<file path="config.mk">
export PLATFORM = sky130hd
export DESIGN_NAME = vc_test_src_rr_arbiter_flat
export DESIGN_NICKNAME = d
export VERILOG_FILES = /design/src/rtl/vc_test_src_rr_arbiter_if.sv /design/src/rtl/vc_test_src_rr_arbiter.sv /design/src/flat_wrapper.sv
export SDC_FILE = /design/constraint.sdc
export NUM_CORES = 1
export LEC_CHECK = 0
export CAP_MARGIN = 0
export CORE_MARGIN = 4
export CORE_UTILIZATION = 40
export DETAILED_ROUTE_END_ITERATION = 8
export PLACE_DENSITY_LB_ADDON = 0.3
export SLEW_MARGIN = 25
export SYNTH_ARGS = -nofsm -noshare
export SYNTH_HDL_FRONTEND = slang
export SYNTH_SLANG_ARGS = --single-unit
export TNS_END_PERCENT = 10
</file>
<file path="constraint.sdc">
create_clock -name clk -period 3.65 [get_ports clk]
set_clock_uncertainty 0.2 [all_clocks]
set_input_delay 0.5475 -clock clk [delete_from_list [all_inputs] [get_ports clk]]
set_output_delay 0.5475 -clock clk [all_outputs]
set_load 0.05 [all_outputs]
</file>
<file path="src/rtl/vc_test_src_rr_arbiter_if.sv">
`default_nettype none
// ============================================================================
//  Module  : vc_test_src_rr_arbiter_if
//  Brief   : Handshake bundle between test sources / sink and the
//            round-robin test-source arbiter.
//  Rev     : 1.0  initial release
// ============================================================================
interface vc_test_src_rr_arbiter_if #(
    parameter int p_nreqs  = 2,
    parameter int p_msg_sz = 8,
    parameter int p_id_sz  = 1,
    parameter int p_cnt_sz = 16
);
    logic [p_nreqs-1:0]          in_val;
    logic [p_nreqs-1:0]          in_rdy;
    logic [p_nreqs*p_msg_sz-1:0] in_msg;
    logic [p_nreqs-1:0]          in_done;
    logic                        out_val;
    logic                        out_rdy;
    logic [p_msg_sz-1:0]         out_msg;
    logic [p_id_sz-1:0]          out_id;
    logic [p_cnt_sz-1:0]         xfer_cnt;
    logic                        done;

    // Harness side: sources and sink
    modport master (
        output in_val, in_msg, in_done, out_rdy,
        input  in_rdy, out_val, out_msg, out_id, xfer_cnt, done
    );

    // Arbiter side
    modport slave (
        input  in_val, in_msg, in_done, out_rdy,
        output in_rdy, out_val, out_msg, out_id, xfer_cnt, done
    );
endinterface
`default_nettype wire

</file>
<file path="src/rtl/vc_test_src_rr_arbiter.sv">
`default_nettype none
// ============================================================================
//  Module  : vc_test_src_rr_arbiter
//  Brief   : Round-robin merge of p_nreqs val/rdy test-source streams into a
//            one-entry registered output buffer, tagging each message with
//            its source index and aggregating per-source done flags.
//  Rev     : 1.0  initial release
// ============================================================================
module vc_test_src_rr_arbiter #(
    parameter int p_nreqs  = 2,
    parameter int p_msg_sz = 8,
    parameter int p_id_sz  = 1,
    parameter int p_cnt_sz = 16
) (
    input  wire logic                clk,
    input  wire logic                reset,   // asynchronous, active low
    vc_test_src_rr_arbiter_if.slave  bus
);

    localparam logic [p_id_sz-1:0] c_last_idx = p_id_sz'(p_nreqs - 1);

    // Buffer / priority state
    logic                 full_q,  full_d;
    logic [p_msg_sz-1:0]  msg_q,   msg_d;
    logic [p_id_sz-1:0]   id_q,    id_d;
    logic [p_id_sz-1:0]   ptr_q,   ptr_d;
    logic [p_cnt_sz-1:0]  cnt_q,   cnt_d;

    // Arbitration results
    logic [p_nreqs-1:0]   grant;
    logic [p_id_sz-1:0]   grant_idx;
    logic                 grant_any;
    logic [p_msg_sz-1:0]  grant_msg;
    logic                 can_acc;
    logic                 in_xfer;
    logic                 out_xfer;

    // Buffer can take a new message when empty or when it is drained this
    // same cycle; this makes in_rdy combinationally depend on out_rdy.
    assign can_acc  = !full_q || bus.out_rdy;
    assign out_xfer = full_q && bus.out_rdy;
    assign in_xfer  = grant_any && can_acc;

    // Round-robin search: first valid source at or above ptr, otherwise the
    // first valid source below ptr (the wrap-around part of the search).
    always_comb begin
        grant     = '0;
        grant_idx = '0;
        grant_any = 1'b0;
        for (int i = 0; i < p_nreqs; i++) begin
            if (!grant_any && bus.in_val[i] && (i >= int'(ptr_q))) begin
                grant[i]  = 1'b1;
                grant_idx = p_id_sz'(i);
                grant_any = 1'b1;
            end
        end
        for (int i = 0; i < p_nreqs; i++) begin
            if (!grant_any && bus.in_val[i] && (i < int'(ptr_q))) begin
                grant[i]  = 1'b1;
                grant_idx = p_id_sz'(i);
                grant_any = 1'b1;
            end
        end
    end

    // Mux the granted source's message; other lanes are never looked at
    always_comb begin
        grant_msg = '0;
        for (int i = 0; i < p_nreqs; i++) begin
            if (grant[i]) begin
                grant_msg = bus.in_msg[i*p_msg_sz +: p_msg_sz];
            end
        end
    end

    // Next-state: drain on output transfer, reload (and rotate priority)
    // on input transfer; a simultaneous pair keeps the buffer full.
    always_comb begin
        full_d = full_q;
        msg_d  = msg_q;
        id_d   = id_q;
        ptr_d  = ptr_q;
        cnt_d  = cnt_q;
        if (out_xfer) begin
            full_d = 1'b0;
        end
        if (in_xfer) begin
            full_d = 1'b1;
            msg_d  = grant_msg;
            id_d   = grant_idx;
            ptr_d  = (grant_idx == c_last_idx) ? '0 : grant_idx + 1'b1;
            cnt_d  = cnt_q + 1'b1;
        end
    end

    // State registers with asynchronous active-low clear
    always_ff @(posedge clk or negedge reset) begin
        if (!reset) begin
            full_q <= 1'b0;
            msg_q  <= '0;
            id_q   <= '0;
            ptr_q  <= '0;
            cnt_q  <= '0;
        end else begin
            full_q <= full_d;
            msg_q  <= msg_d;
            id_q   <= id_d;
            ptr_q  <= ptr_d;
            cnt_q  <= cnt_d;
        end
    end

    assign bus.in_rdy   = grant & {p_nreqs{can_acc}};
    assign bus.out_val  = full_q;
    assign bus.out_msg  = msg_q;
    assign bus.out_id   = id_q;
    assign bus.xfer_cnt = cnt_q;
    assign bus.done     = (&bus.in_done) && !full_q && !(|bus.in_val);

endmodule
`default_nettype wire
</file>
<file path="src/flat_wrapper.sv">
// flat-port wrapper written by rule: the top's interface ports become plain ports
module vc_test_src_rr_arbiter_flat 
#(
    parameter int p_nreqs  = 2,
    parameter int p_msg_sz = 8,
    parameter int p_id_sz  = 1,
    parameter int p_cnt_sz = 16
)
  (clk, reset, bus_in_val, bus_in_msg, bus_in_done, bus_out_rdy, bus_in_rdy, bus_out_val, bus_out_msg, bus_out_id, bus_xfer_cnt, bus_done);
  vc_test_src_rr_arbiter_if #(.p_nreqs(p_nreqs), .p_msg_sz(p_msg_sz), .p_id_sz(p_id_sz), .p_cnt_sz(p_cnt_sz)) bus_i ();
  input  wire logic clk;
  input  wire logic reset;
  input wire logic [$bits(bus_i.in_val)-1:0] bus_in_val;
  input wire logic [$bits(bus_i.in_msg)-1:0] bus_in_msg;
  input wire logic [$bits(bus_i.in_done)-1:0] bus_in_done;
  input wire logic [$bits(bus_i.out_rdy)-1:0] bus_out_rdy;
  output wire logic [$bits(bus_i.in_rdy)-1:0] bus_in_rdy;
  output wire logic [$bits(bus_i.out_val)-1:0] bus_out_val;
  output wire logic [$bits(bus_i.out_msg)-1:0] bus_out_msg;
  output wire logic [$bits(bus_i.out_id)-1:0] bus_out_id;
  output wire logic [$bits(bus_i.xfer_cnt)-1:0] bus_xfer_cnt;
  output wire logic [$bits(bus_i.done)-1:0] bus_done;
  assign bus_i.in_val = bus_in_val;
  assign bus_i.in_msg = bus_in_msg;
  assign bus_i.in_done = bus_in_done;
  assign bus_i.out_rdy = bus_out_rdy;
  assign bus_in_rdy = bus_i.in_rdy;
  assign bus_out_val = bus_i.out_val;
  assign bus_out_msg = bus_i.out_msg;
  assign bus_out_id = bus_i.out_id;
  assign bus_xfer_cnt = bus_i.xfer_cnt;
  assign bus_done = bus_i.done;
  vc_test_src_rr_arbiter #(.p_nreqs(p_nreqs), .p_msg_sz(p_msg_sz), .p_id_sz(p_id_sz), .p_cnt_sz(p_cnt_sz)) u_core (.clk(clk), .reset(reset), .bus(bus_i));
endmodule
</file>
# [Word level (Yosys, flattened, before mapping)]
# Cells that the tools add are included.
[classes] n_addsub=2 order_cmp=2 mux=11 n_bitwise=1 reduce_logical=16
[op_table] cell="adder 16 x 1 -> 16 bit (second input constant)" n=1
[op_table] cell="two-way mux 8 bit" n=2
[op_table] cell="two-way mux 1 bit" n=9
[op_table] cell="logical AND 1 bit" n=8
[op_table] cell="logical NOT 1 bit" n=4
[op_table] cell="bitwise AND 2 bit" n=1
[op_table] cell="AND reduction 2 bit" n=1
[op_table] cell="nonzero test 2 bit" n=1
[op_table] cell="OR reduction 2 bit" n=1
[op_table] cell="adder 1 bit (second input constant)" n=1
[op_table] cell="greater-or-equal comparator 1 bit (first input constant)" n=1
[op_table] cell="logical OR 1 bit" n=1
[op_table] cell="< comparator 1 bit (first input constant)" n=1
[totals] reg_bits=27 input_bits=23 output_inout_bits=29 word_cells=37

# [Logic depth before layout (Yosys ltp)]
[depth] word_depth=12 depth_mapped=5 ltp_nobuf=5

# [Worst setup path before layout]
# Ideal clock, no wire load.
[synth_timing] path_type="input to output" start="input port bus_in_val[0]" end="output port bus_in_rdy[1]" arrival_time_ns=1.594 required_time_ns=2.902 path_slack_ns=1.308 path_stages=4 n_path_buf=1 cell_sequence="nand2b_1 > clkbuf_1 > nand2_1 > nor2_1"
[synth_between] elab_chain_len=6
[synth_lines] element="start, declared" line="flat_wrapper.sv:13" rtl="input wire logic [$bits(bus_i.in_val)-1:0] bus_in_val;"
[synth_lines] element="logical AND 1 bit" line="vc_test_src_rr_arbiter.sv:51" rtl="if (!grant_any && bus.in_val[i] && (i >= int'(ptr_q))) begin"
[synth_lines] element="two-way mux 1 bit" line="vc_test_src_rr_arbiter.sv:51"
[synth_lines] element="logical NOT 1 bit" line="vc_test_src_rr_arbiter.sv:51"
[synth_lines] element="logical AND 1 bit" line="vc_test_src_rr_arbiter.sv:51"
[synth_lines] element="two-way mux 1 bit" line="vc_test_src_rr_arbiter.sv:51"
[synth_lines] element="bitwise AND 2 bit" line="vc_test_src_rr_arbiter.sv:113" rtl="assign bus.in_rdy = grant & {p_nreqs{can_acc}};"
[synth_lines] element="end, declared" line="flat_wrapper.sv:17" rtl="output wire logic [$bits(bus_i.in_rdy)-1:0] bus_in_rdy;"
# No other way between the ends.

# [Final worst setup path]
# Ends and elaborated chain as after synthesis.

==> metrics.log <==
[metrics] outcome: finished, final reports clean
[metrics] Critical Path Start Type: input port
[metrics] layout-stage area growth over the synthesis result: 47.3%
[metrics] Hold Violations, Final: 0
[metrics] pins over their slew limit: 0
[metrics] DRT iter0 DRCs: 38
[metrics] worst setup path end: bus_in_rdy[1]
[metrics] switching power as a share of total power: 43.4%
[metrics] DRC violation count after routing: 0
[metrics] data arrival time at the worst-slack endpoint: 2380 ps
[metrics] type of the worst setup path: input port to output pin
[metrics] worst-case clock buffer depth: 2
[metrics] Clock Latency Late Sink: 320 ps
[metrics] Yosys top cell by area: sky130_fd_sc_hd__dfrtp_1
[metrics] hold path start: u_core.bus.xfer_cnt[15]
[metrics] GRT Overall Usage: 15.8%
[metrics] largest fanout on the critical path: 9
[metrics] Critical R2R Launch: u_core.bus.out_val
[metrics] initial core utilization: 41.3%
[metrics] antenna viol nets, final: 0
[metrics] Synth area leaders: sky130_fd_sc_hd__dfrtp_1 54%, sky130_fd_sc_hd__xnor2_1 9.8%, sky130_fd_sc_hd__a32oi_1 5.6%, sky130_fd_sc_hd__a21oi_1 3.6%, sky130_fd_sc_hd__nor2_1 3.6%
[metrics] CTS tree: yes
[metrics] number of primary I/O pins: 52
[metrics] share of the cycle needed by the critical path after routing: 85.8%
[metrics] die boundary width: 63.9 um
[metrics] Final Worst Setup Slack: 518 ps
[metrics] Avg Inst Size Synth: 11.2 um2
[metrics] Post-Place Worst Slack: 503 ps
[metrics] Avg Vias per Cell: 5.01
[metrics] post-CTS sizing: 0
[metrics] total congestion overflow after global routing: 0
[metrics] register-to-register path setup slack: 1890 ps
[metrics] met3 WL post-DR: 254 um
[metrics] CTS HTree Levels: 1
[metrics] total negative slack: 0 ps
[metrics] vertical die dimension: 63.9 um
[metrics] relative contribution of combinational cells to total power: 45.6%
[metrics] Clk pin slew, worst setup/hold paths: 150 ps
[metrics] worst reg2reg path endpoint: u_core.bus.xfer_cnt[1]
[metrics] library cells used by synthesis: 27
[metrics] pin count of the biggest net entering global routing: 28
[metrics] final core area utilization: 60.9%
[metrics] worst slack on hold paths: 282 ps
[metrics] design internal power: 565 uW
[metrics] final weighted congestion in routability-driven placement: 0.796
[metrics] total setup buffers inserted after CTS: 0
[metrics] class of the worst hold path: register to register
[metrics] area inside the core boundary: 3030 um2
[metrics] cts hold-fix bufs: 0
[metrics] detailed-routing iteration count for the pre-antenna-repair pass: 4
[metrics] maximum operating frequency: 0.319 GHz
[metrics] amount of wire on met2 after detailed routing: 1350 um
[metrics] layout net count: 191
[metrics] vias in the first global route: 1095
[metrics] Clock power frac: 12.9%
[metrics] clk sinks: 27
[metrics] clock buffer count from CTS: 3
[metrics] depth of the worst register-to-register path: 4
[metrics] top routing layer in use: met4
[metrics] total leakage power: 0.000721 uW
[metrics] Syn Inst Count: 112
[metrics] Met1 Routed Length: 1280 um
[metrics] critical path capture point type: output pin
[metrics] die outline area: 4090 um2
[metrics] power density over cell area: 541 nW/um2
[metrics] first-pass GRT wire length: 5150 um
[metrics] fillers: 259
[metrics] antenna diode instance count: 0
[metrics] Critical Path RT: 2900 ps
[metrics] count of warnings emitted by yosys: 0
[metrics] setup repair after global routing missed its margin: no
[metrics] slew margin rel.: 65.3%
[metrics] Root Buffer: sky130_fd_sc_hd__clkbuf_4
[metrics] initial antenna violation count: 0
[metrics] average wire length per cell after detail routing: 13.9 um
[metrics] number of nets in the synthesized netlist: 136
[metrics] number of buffer cells added on primary ports: 51
[metrics] number of synthesized register bits: 27
[metrics] total length of routed wires: 2920 um
[metrics] final critical path time including I/O delays and setup: 3130 ps
[metrics] proportion of power drawn by flip-flops and latches: 41.5%
[metrics] share of the yosys chip area belonging to registers: 54.0%
[metrics] commonest non-fill, non-tap cell in the layout: sky130_fd_sc_hd__clkdlybuf4s50_1
[metrics] number of vias in the routed layout: 1052
[metrics] leading cell types in the layout, fill and taps excluded: 50 x sky130_fd_sc_hd__clkdlybuf4s50_1, 27 x sky130_fd_sc_hd__dfrtp_1, 14 x sky130_fd_sc_hd__xnor2_1, 12 x sky130_fd_sc_hd__nor2_1
[metrics] portion of synthesized cell area occupied by the leading cell type: 54.0%
[metrics] estimated wirelength of the detail-placed design: 2310 um
[metrics] worst-margin pin slew: 519 ps
[metrics] post-synthesis cell area: 1250 um2
[metrics] number of violations of the max-capacitance limit: 0
[metrics] count of endpoints failing setup in the final report: 0
[metrics] proportion of layout cells with a drive suffix above 1: 8.43%
[metrics] Psw: 433 uW
[metrics] worst voltage drop across the vdd grid: 0.000269 V
[metrics] startpoint of the worst setup timing path: bus_in_val[0]
[metrics] number of placement rows: 20
[metal layers]
layer,vias up,track usage (%)
met3,4,4.92
met1,493,19.3
li1,513,-
met2,42,26.5
met5,-,0
met4,0,4.85
[cells in the mapped netlist]
library cell                n
sky130_fd_sc_hd__dfrtp_1   27
sky130_fd_sc_hd__xnor2_1   14
sky130_fd_sc_hd__nor2_1    12
sky130_fd_sc_hd__a21oi_1    9
sky130_fd_sc_hd__nand2_1    9
sky130_fd_sc_hd__a32oi_1    8
sky130_fd_sc_hd__nand3_1    6
sky130_fd_sc_hd__nand4_1    6
sky130_fd_sc_hd__clkbuf_1   2
sky130_fd_sc_hd__nand2b_1   2
sky130_fd_sc_hd__a21boi_2   1
sky130_fd_sc_hd__a31oi_1    1
sky130_fd_sc_hd__and2_1     1
sky130_fd_sc_hd__and3_1     1
sky130_fd_sc_hd__and4_1     1
sky130_fd_sc_hd__and4_4     1
sky130_fd_sc_hd__buf_2      1
sky130_fd_sc_hd__buf_4      1
sky130_fd_sc_hd__ha_1       1
sky130_fd_sc_hd__mux2_4     1
sky130_fd_sc_hd__nor2_4     1
sky130_fd_sc_hd__nor2b_4    1
sky130_fd_sc_hd__nor3_4     1
sky130_fd_sc_hd__nor4_4     1
sky130_fd_sc_hd__o21ai_0    1
sky130_fd_sc_hd__o21ai_1    1
sky130_fd_sc_hd__xor2_1     1
[metrics by stage]
step	instances	cell area [um2]	total power, uW
after floorplan	112	1250	706
after CTS	210	1840	1010
after global routing	210	1840	1060
after detailed placement	206	1820	881
after global placement	206	1820	869
final	210	1840	998
[power groups by stage]
stage,Clock (uW),Sequential (uW),Combinational (uW)
6_report,129,414,455
2_1_floorplan,0,587,120
5_1_grt,146,427,483
3_5_place_dp,0,421,460
4_1_cts,133,415,461
3_3_place_gp,0,418,450
[worst min-delay path by stage]
stage,cells past startpoint,slack [ps],end
after floorplan,0,50,u_core.bus.out_id
after global placement,1,260,u_core.bus.xfer_cnt[15]
after detailed placement,1,270,u_core.bus.xfer_cnt[15]
after CTS,1,290,u_core.bus.xfer_cnt[15]
after global routing,1,300,u_core.bus.xfer_cnt[15]
final,1,280,u_core.bus.xfer_cnt[15]
[critical path: stages]
cell                              delay, ps
sky130_fd_sc_hd__clkdlybuf4s50_1        500
sky130_fd_sc_hd__nand2b_1               290
sky130_fd_sc_hd__nand2_1                120
sky130_fd_sc_hd__nor2_1                 100
sky130_fd_sc_hd__clkdlybuf4s50_1        820
[logic make-up after synthesis]
| kind of cell | after synthesis | synth area share, % |
|---|---|---|
| compound gates | 21 | 11.4 |
| xor+xnor | 15 | 10.5 |
| fa+ha+maj | 1 | 1.00 |
| buf+inv | 4 | 1.60 |
| flops | 27 | 54.0 |
| mux | 1 | 1.20 |
| simple gates | 43 | 20.3 |
[cell type report]
cell class,instances,area (um2),share of cell area [%]
Tap cell,44,55.1,2.99
Clock buffer,4,26.3,1.43
Multi-Input combinational cell,81,556,30.1
Timing Repair Buffer,54,531,28.8
Sequential cell,27,676,36.7
[flip-flops by register name, indices dropped and copies added (netlist names)]
name	cells
u_core.bus.out_msg	8
u_core.bus.xfer_cnt	16
u_core.bus.out_id	1
u_core.bus.out_val	1
u_core.ptr_q	1
Power figures use the tool's default switching activity.
